==> config.mk <==
export PLATFORM = sky130hd
export DESIGN_NAME = div_seq_ctrl
export DESIGN_NICKNAME = d
export VERILOG_FILES = /design/src/rtl/div_pkg.sv /design/src/rtl/div_step.sv /design/src/rtl/div_seq_ctrl.sv
export SDC_FILE = /design/constraint.sdc
export NUM_CORES = 1
export LEC_CHECK = 0
export CAP_MARGIN = 30
export CELL_PAD_IN_SITES_DETAIL_PLACEMENT = 0
export CELL_PAD_IN_SITES_GLOBAL_PLACEMENT = 1
export CORE_MARGIN = 8
export CORE_UTILIZATION = 44
export CTS_CLUSTER_DIAMETER = 80
export DETAILED_ROUTE_END_ITERATION = 16
export GPL_TIMING_DRIVEN = 0
export PLACE_DENSITY_LB_ADDON = 0.1
export SYNTH_ARGS = -nofsm -noshare
export SYNTH_HDL_FRONTEND = slang
export SYNTH_SLANG_ARGS = --single-unit
==> constraint.sdc <==
create_clock -name clk -period 8.98 [get_ports clk]
set_input_delay 1.347 -clock clk [delete_from_list [all_inputs] [get_ports clk]]
set_output_delay 1.347 -clock clk [all_outputs]
set_load 0.1 [all_outputs]
==> src/rtl/div_pkg.sv <==
// div_pkg: shared types and constants for the sequential divide controller.
//   div_state_t       - controller state encoding (legacy 3-bit codes)
//   DIV_WIDTH_DEFAULT - default operand/result width
package div_pkg;

    localparam int DIV_WIDTH_DEFAULT = 64;

    typedef enum logic [2:0] {
        IDLE = 3'd0,
        PREP = 3'd1,
        ITER = 3'd2,
        FIX  = 3'd3,
        DONE = 3'd4
    } div_state_t;

endpackage

==> src/rtl/div_step.sv <==
// div_step: one combinational radix-2 restoring divide step.
//   rem      in  WIDTH+1  partial remainder before the shift
//   dvd_msb  in  1        dividend bit shifted into the remainder
//   dsr_mag  in  WIDTH    divisor magnitude
//   rem_next out WIDTH+1  partial remainder after the step
//   q_bit    out 1        quotient bit produced by this step
module div_step
    import div_pkg::*;
#(
    parameter int WIDTH = DIV_WIDTH_DEFAULT
) (
    input  logic [WIDTH:0]   rem,
    input  logic             dvd_msb,
    input  logic [WIDTH-1:0] dsr_mag,
    output logic [WIDTH:0]   rem_next,
    output logic             q_bit
);

    // One extra bit of headroom so the trial sign is exact for any shifted value.
    logic [WIDTH+1:0] shifted;
    logic [WIDTH+1:0] trial;

    always_comb begin
        shifted  = {rem, dvd_msb};
        trial    = shifted - {2'b00, dsr_mag};
        q_bit    = ~trial[WIDTH+1];
        rem_next = q_bit ? trial[WIDTH:0] : shifted[WIDTH:0];
    end

endmodule

==> src/rtl/div_seq_ctrl.sv <==
// div_seq_ctrl: multi-cycle signed divider (restoring, one bit per cycle).
//   clk, rst_n           clock and synchronous active-low reset
//   flush                synchronous abort back to IDLE
//   start_valid/ready    operand handshake (a = dividend, b = divisor)
//   res_valid/ready      result handshake
//   q, r                 quotient (toward zero), remainder (sign of dividend)
//   div_by_zero          result came from b == 0
//   busy                 controller is not IDLE
module div_seq_ctrl
    import div_pkg::*;
#(
    parameter int WIDTH = DIV_WIDTH_DEFAULT
) (
    input  logic                    clk,
    input  logic                    rst_n,
    input  logic                    flush,
    input  logic                    start_valid,
    output logic                    start_ready,
    input  logic signed [WIDTH-1:0] a,
    input  logic signed [WIDTH-1:0] b,
    output logic                    res_valid,
    input  logic                    res_ready,
    output logic signed [WIDTH-1:0] q,
    output logic signed [WIDTH-1:0] r,
    output logic                    div_by_zero,
    output logic                    busy
);

    localparam int CNT_W = $clog2(WIDTH) + 1;
    localparam logic [CNT_W-1:0] LAST_STEP = CNT_W'(WIDTH - 1);

    div_state_t       state;
    logic [WIDTH-1:0] dvd;      // operand a, then |a|, then the quotient as it shifts in
    logic [WIDTH-1:0] dsr;      // operand b, then |b|
    logic [WIDTH:0]   rem;
    logic [CNT_W-1:0] cnt;
    logic             neg_q;
    logic             neg_r;
    logic [WIDTH:0]   rem_next;
    logic             q_bit;

    // Two's-complement magnitude; the most-negative value maps to 2^(W-1) unsigned.
    function automatic logic [WIDTH-1:0] mag(input logic [WIDTH-1:0] v);
        return v[WIDTH-1] ? (~v + 1'b1) : v;
    endfunction

    // Conditional negate, wrapping modulo 2^W.
    function automatic logic [WIDTH-1:0] cond_neg(input logic [WIDTH-1:0] v, input logic neg);
        return neg ? (~v + 1'b1) : v;
    endfunction

    div_step #(.WIDTH(WIDTH)) u_step (
        .rem      (rem),
        .dvd_msb  (dvd[WIDTH-1]),
        .dsr_mag  (dsr),
        .rem_next (rem_next),
        .q_bit    (q_bit)
    );

    assign start_ready = (state == IDLE);
    assign res_valid   = (state == DONE);
    assign busy        = (state != IDLE);

    // Control and result registers
    always_ff @(posedge clk) begin
        if (!rst_n) begin
            state       <= IDLE;
            q           <= '0;
            r           <= '0;
            div_by_zero <= 1'b0;
        end else if (flush) begin
            state <= IDLE;
        end else begin
            case (state)
                IDLE: begin
                    if (start_valid) begin
                        if (b == '0) begin
                            q           <= '0;
                            r           <= '0;
                            div_by_zero <= 1'b1;
                            state       <= DONE;
                        end else begin
                            state <= PREP;
                        end
                    end
                end
                PREP: state <= ITER;
                ITER: begin
                    if (cnt == LAST_STEP) begin
                        state <= FIX;
                    end
                end
                FIX: begin
                    q           <= cond_neg(dvd, neg_q);
                    r           <= cond_neg(rem[WIDTH-1:0], neg_r);
                    div_by_zero <= 1'b0;
                    state       <= DONE;
                end
                DONE: begin
                    if (res_ready) begin
                        state <= IDLE;
                    end
                end
                default: state <= IDLE;
            endcase
        end
    end

    // Datapath registers: loaded by state, no reset needed
    always_ff @(posedge clk) begin
        case (state)
            IDLE: begin
                if (start_valid) begin
                    dvd   <= a;
                    dsr   <= b;
                    neg_q <= a[WIDTH-1] ^ b[WIDTH-1];
                    neg_r <= a[WIDTH-1];
                end
            end
            PREP: begin
                dvd <= mag(dvd);
                dsr <= mag(dsr);
                rem <= '0;
                cnt <= '0;
            end
            ITER: begin
                rem <= rem_next;
                dvd <= {dvd[WIDTH-2:0], q_bit};
                cnt <= cnt + 1'b1;
            end
            default: ;
        endcase
    end

endmodule
-- Word-level counts from Yosys, hierarchy flattened
Cells that the tools add are included.
- register bits after elaboration: 334
- input port bits: 133
- output and inout port bits: 132
- logic and storage cells: 73
- $add $sub $neg: 5
- equality and inequality tests: 11
- mux-type cells: 23
- bitwise logic cells: 7
- reductions and logical operators: 15
- operator list (cell ; number):
    $mux W64 ; 8
    $pmux W64 S2 ; 3
    $add A64 B1 Y64 const B ; 3
    $not A64 Y64 ; 3
    $pmux W64 S3 ; 1
    $pmux W65 S2 ; 1
    $sub A66 B64 Y66 ; 1
    $mux W65 ; 1
    $logic_not A64 Y1 ; 1
    $pmux W3 S5 ; 1
    $pmux W7 S2 ; 1
    $mux W3 ; 4
    $reduce_and A3 Y1 ; 3
    $ne A2 B2 Y1 const B ; 4
    $add A7 B1 Y7 const B ; 1
    $eq A7 B6 Y1 const B ; 1
    $eq A3 B2 Y1 const B ; 2
    $reduce_and A2 Y1 ; 3
    $reduce_bool A2 Y1 ; 3
    $reduce_bool A3 Y1 ; 2
    $ne A2 B1 Y1 const B ; 2
    $reduce_and A4 Y1 ; 1
    $eq A3 B1 Y1 const B ; 1
    $eq A3 B3 Y1 const B ; 1
    other kinds (6) ; 9

-- Depth between registers and ports, before layout
- word-level depth: 4
- mapped depth: 14
- depth with buffers taken out: 13

-- By module
A second synthesis with hierarchy kept.
- cells, all modules: 2725
- area, all modules: 22873.2 sq um
- by module, submodules not included (module ; instances ; cells each ; area an instance (sq um) ; sequential area each (sq um)):
    div_seq_ctrl ; 1 ; 1922 ; 17977.2 ; 8708.4
    div_step ; 1 ; 803 ; 4895.9 ; 0.0

-- Worst setup path after synthesis
Ideal clock, no wire load.
- path kind: input-to-reg
- start point: input start_valid
- end point: register dvd[0] (enable)
- library setup time: 580 ps
- data arrival time: 6252 ps
- data required time: 8400 ps
- setup slack: 2148 ps
- stages: 3
- buffers on the path: 0
- cells stage by stage: nor3_1 -> nor3b_1 -> a21boi_0
- longest elaborated chain between the ends: 2
- RTL lines (element ; RTL line ; source):
    start: declaration ; div_seq_ctrl.sv:17 ; input logic start_valid,
    $ne A2 B2 Y1 (no source line) ; -- ;
    $reduce_and A3 Y1 (no source line) ; -- ;
    end signal: assignment ; div_seq_ctrl.sv:121 ; dvd <= mag(dvd);
    end signal: assignment ; div_seq_ctrl.sv:128 ; dvd <= {dvd[WIDTH-2:0], q_bit};
    end: declaration ; div_seq_ctrl.sv:33 ; logic [WIDTH-1:0] dvd;
No other way between the ends.
A chain may end at the register's enable or synchronous reset.

-- Worst setup path after layout
- start point: register dsr[1]
- end point: register rem[50], data pin
- longest elaborated chain between the ends: 3
- RTL lines (element ; RTL line ; source):
    start: declaration ; div_seq_ctrl.sv:34 ; logic [WIDTH-1:0] dsr;
    start signal: assignment ; div_seq_ctrl.sv:122 ; dsr <= mag(dsr);
    $sub A66 B64 Y66 ; div_step.sv:25 ; trial = shifted - {2'b00, dsr_mag};
    $mux W65 ; div_step.sv:27 ; rem_next = q_bit ? trial[WIDTH:0] : shifted[WIDTH:0];
    $pmux W65 S2 ; div_seq_ctrl.sv:111 ; case (state)
    end signal: assignment ; div_seq_ctrl.sv:127 ; rem <= rem_next;
    end: declaration ; div_seq_ctrl.sv:35 ; logic [WIDTH:0] rem;
No other way between the ends.

==> results_dict.tcl <==
set metrics [dict create \
    p_leak_nw 10.1 \
    slowest_stage "buf_1" \
    critPathLaunchType "flip-flop" \
    synth_compound_area_share_pct 18.7 \
    synth.avg_cell_area_um2 8.80 \
    ctsHtreeMaxLevel 2 \
    hp-class "reg2reg" \
    insertion_delay_ps 570 \
    grt_pass1_wl_um 118000 \
    grt_max_degree 63 \
    gr-usage-all-layers_pct 26.3 \
    tightest_slew_ps 1040 \
    fin_crit_ps 5170 \
    core_mm2 0.0499 \
    cts_tree "done" \
    yosys.area_share.simple_pct 19.7 \
    min_period_over_period_pct 57.6 \
    synthDistinctLibCells 77 \
    p_int_mw 3.18 \
    io_pins 265 \
    ys.flop_type "edfxtp_1" \
    async_reset_ff_share_pct 0 \
    clock-root-buffer "clkbuf_16" \
    path_clk_slew_ps 60 \
    ys_seq_area_share_pct 39.4 \
    dieArea_mm2 0.0576 \
    finish.utilization_pct 55.3 \
    skew_ps 15.9 \
    top_usage_layer "met2" \
    grt_overflow 0 \
    antennaDiodeCount 0 \
    setup_violations 0 \
    switchingPower_mw 1.39 \
    synthCells 2510 \
    grt_setup_unrepaired "no" \
    drt-total-wl_um 78800 \
    report.final.hold_viol_count 0 \
    synth_xor_area_share_pct 11.5 \
    combPwrFrac_pct 22.3 \
    syn_to_final_growth_pct 24.9 \
    die_w_um 240 \
    die_y_um 240 \
    ys_ff_latch 334 \
    viasPerCell 5.76 \
    dpl.hpwl_um 62300 \
    synthesis.nets 2713 \
    start_util_pct 44.3 \
    postCtsSetupBuffers 0 \
    crit_arrival_ps 5580 \
    status "finished clean" \
    hold_buffers 0 \
    gp_congestion 0.954 \
    cts_max_path_buffers 3 \
    fin_nets 3046 \
    whs_ps 449 \
    numCtsBuffers 42 \
    ctsResizeCount 0 \
    crit_type "reg2reg" \
    p_clk_share_pct 37.6 \
    num_rows 82 \
    postRouteAntennaNets 0 \
    drcViolationCount 0 \
    crit_chain "inv_1 -> ha_1 -> nor2b_1 -> o2111ai_1 -> a211oi_1 -> o211a_1 -> o21ai_0 -> o2111a_1 -> a211oi_1 -> clkbuf_1 -> buf_1 -> nand3_1 -> a21oi_1" \
    num_vias 20400 \
    final_common_cell "nand2_1" \
    synth_top_family_by_area "simple AND/OR/NAND/NOR gates" \
    synth_enable_flop_cells 202 \
    layout_common_cells "nand2_1, clkdlybuf4s50_1, o21ai_0" \
    endpoint_kind "flip-flop" \
    path_max_fanout 10 \
    critPathBufInv 3 \
    synthMuxAreaShare_pct 2.46 \
    crit_top_cell "a211oi_1" \
    placement.io_buffers 264 \
    ir_drop_mv 0.143 \
    grtUsageMet2_pct 44.4 \
    syn_area_mm2 0.0221 \
    dr.pass1.iters 6 \
    post_drt_wl_per_cell_um 22.2 \
    synth_fa_ha_area_share_pct 4.00 \
    relSlewSlack_pct 30.2 \
    grt_pass1_vias 19700 \
    grt_use_met3_pct 3.17 \
    p_sw_share_pct 30.4 \
    cap_viol_max_count 0 \
    cts_num_sinks 334 \
    grt_antenna_before_repair 1 \
    ys_warn_count 0 \
    path_delay_family "compound AO/OA/AOI/OAI gates" \
    use_met1_pct 35.1 \
    worstPathRequired_ps 9380 \
    slew_violations 0 \
    pwr-share-seq_pct 40.1 \
    drive_above_1_share_pct 4.31 \
    max_freq_mhz 193 \
    pwr_density_cell_mw_per_mm2 165 \
    max_stage_delay_ps 690 \
    drt_iter0_drc 1473 \
]
## path summary, 6_finish.rpt
kind / start / depth (start not counted) / slack (ps) / to
max reg2reg: dsr[1] / 13 / 3810 / rem[50]
min: r[57] / 2 / 450 / r[57]
min reg2reg: r[57] / 2 / 450 / r[57]
max: dsr[1] / 13 / 3810 / rem[50]
## registers in the layout, indices dropped and copies added, names as in the netlist, 3 cells and up
register and flops:
dvd 64, state 3, dsr 64, rem 65
r 64, cnt 7, q 64
## metrics by stage
step	setup slack [ps]	cell area, µm²	power (mW)	cells	setup TNS [ps]
final	3810	27600	4.57	3548	0
after global routing	3620	27600	4.75	3548	0
after CTS	3780	27600	4.58	3548	0
after detailed placement	3560	26200	2.87	3471	0
after global placement	-1700	25600	2.85	3446	-107160
after floorplan	2150	22100	2.53	2510	0
## tightest hold or removal path, cell delays in order (launching register included)
cell	delay (ps)
dfxtp_1	320
nand2_1	50
o21ai_0	50
## synthesized netlist by cell type, types with 91 or more instances
cell / instances / area share, %
nor2b_1: 96 / 2.7
edfxtp_1: 202 / 27
xor2_1: 96 / 3.8
dfxtp_1: 132 / 12
a22oi_1: 137 / 4.7
o21ai_0: 258 / 5.8
xnor2_1: 195 / 7.7
inv_1: 93 / 1.6
a21oi_1: 91 / 2.1
nand2_1: 277 / 4.7
nor2_1: 148 / 2.5
clkbuf_1: 124 / 2.1
## power by group through the flow
stage	clock network (mW)	registers (mW)	logic, mW
6_report	1.72	1.83	1.02
5_1_grt	1.80	1.84	1.11
4_1_cts	1.74	1.83	1.01
3_5_place_dp	0	1.86	1.00
3_3_place_gp	0	1.87	0.982
2_1_floorplan	0	1.84	0.682
## metal layers
metal | routed length [µm] | part of all wire [%]
met3 | 4930 | 6.3
met5 | 11 | 0.014
met2 | 37300 | 47
met4 | 2200 | 2.8
met1 | 34300 | 44
## logic make-up (layout without fill, tap and decap cells)
family / Yosys count / count (layout)
compound gates: 660 / 660
flops: 334 / 334
fa+ha+maj: 70 / 70
buf+inv: 241 / 607
mux: 54 / 54
xor+xnor: 291 / 291
simple gates: 860 / 860
## layout make-up
type	instances	area, µm²
fillers	4637	22300
flip-flops and latches	334	8710
well taps	672	841
plain buffers	148	573
clock buffers	62	1230
clock inverters	15	158
multi-input cells	1935	12500
inverters	93	352
repair buffers	289	3250
Note: power is estimated with default switching activity, not from simulation.
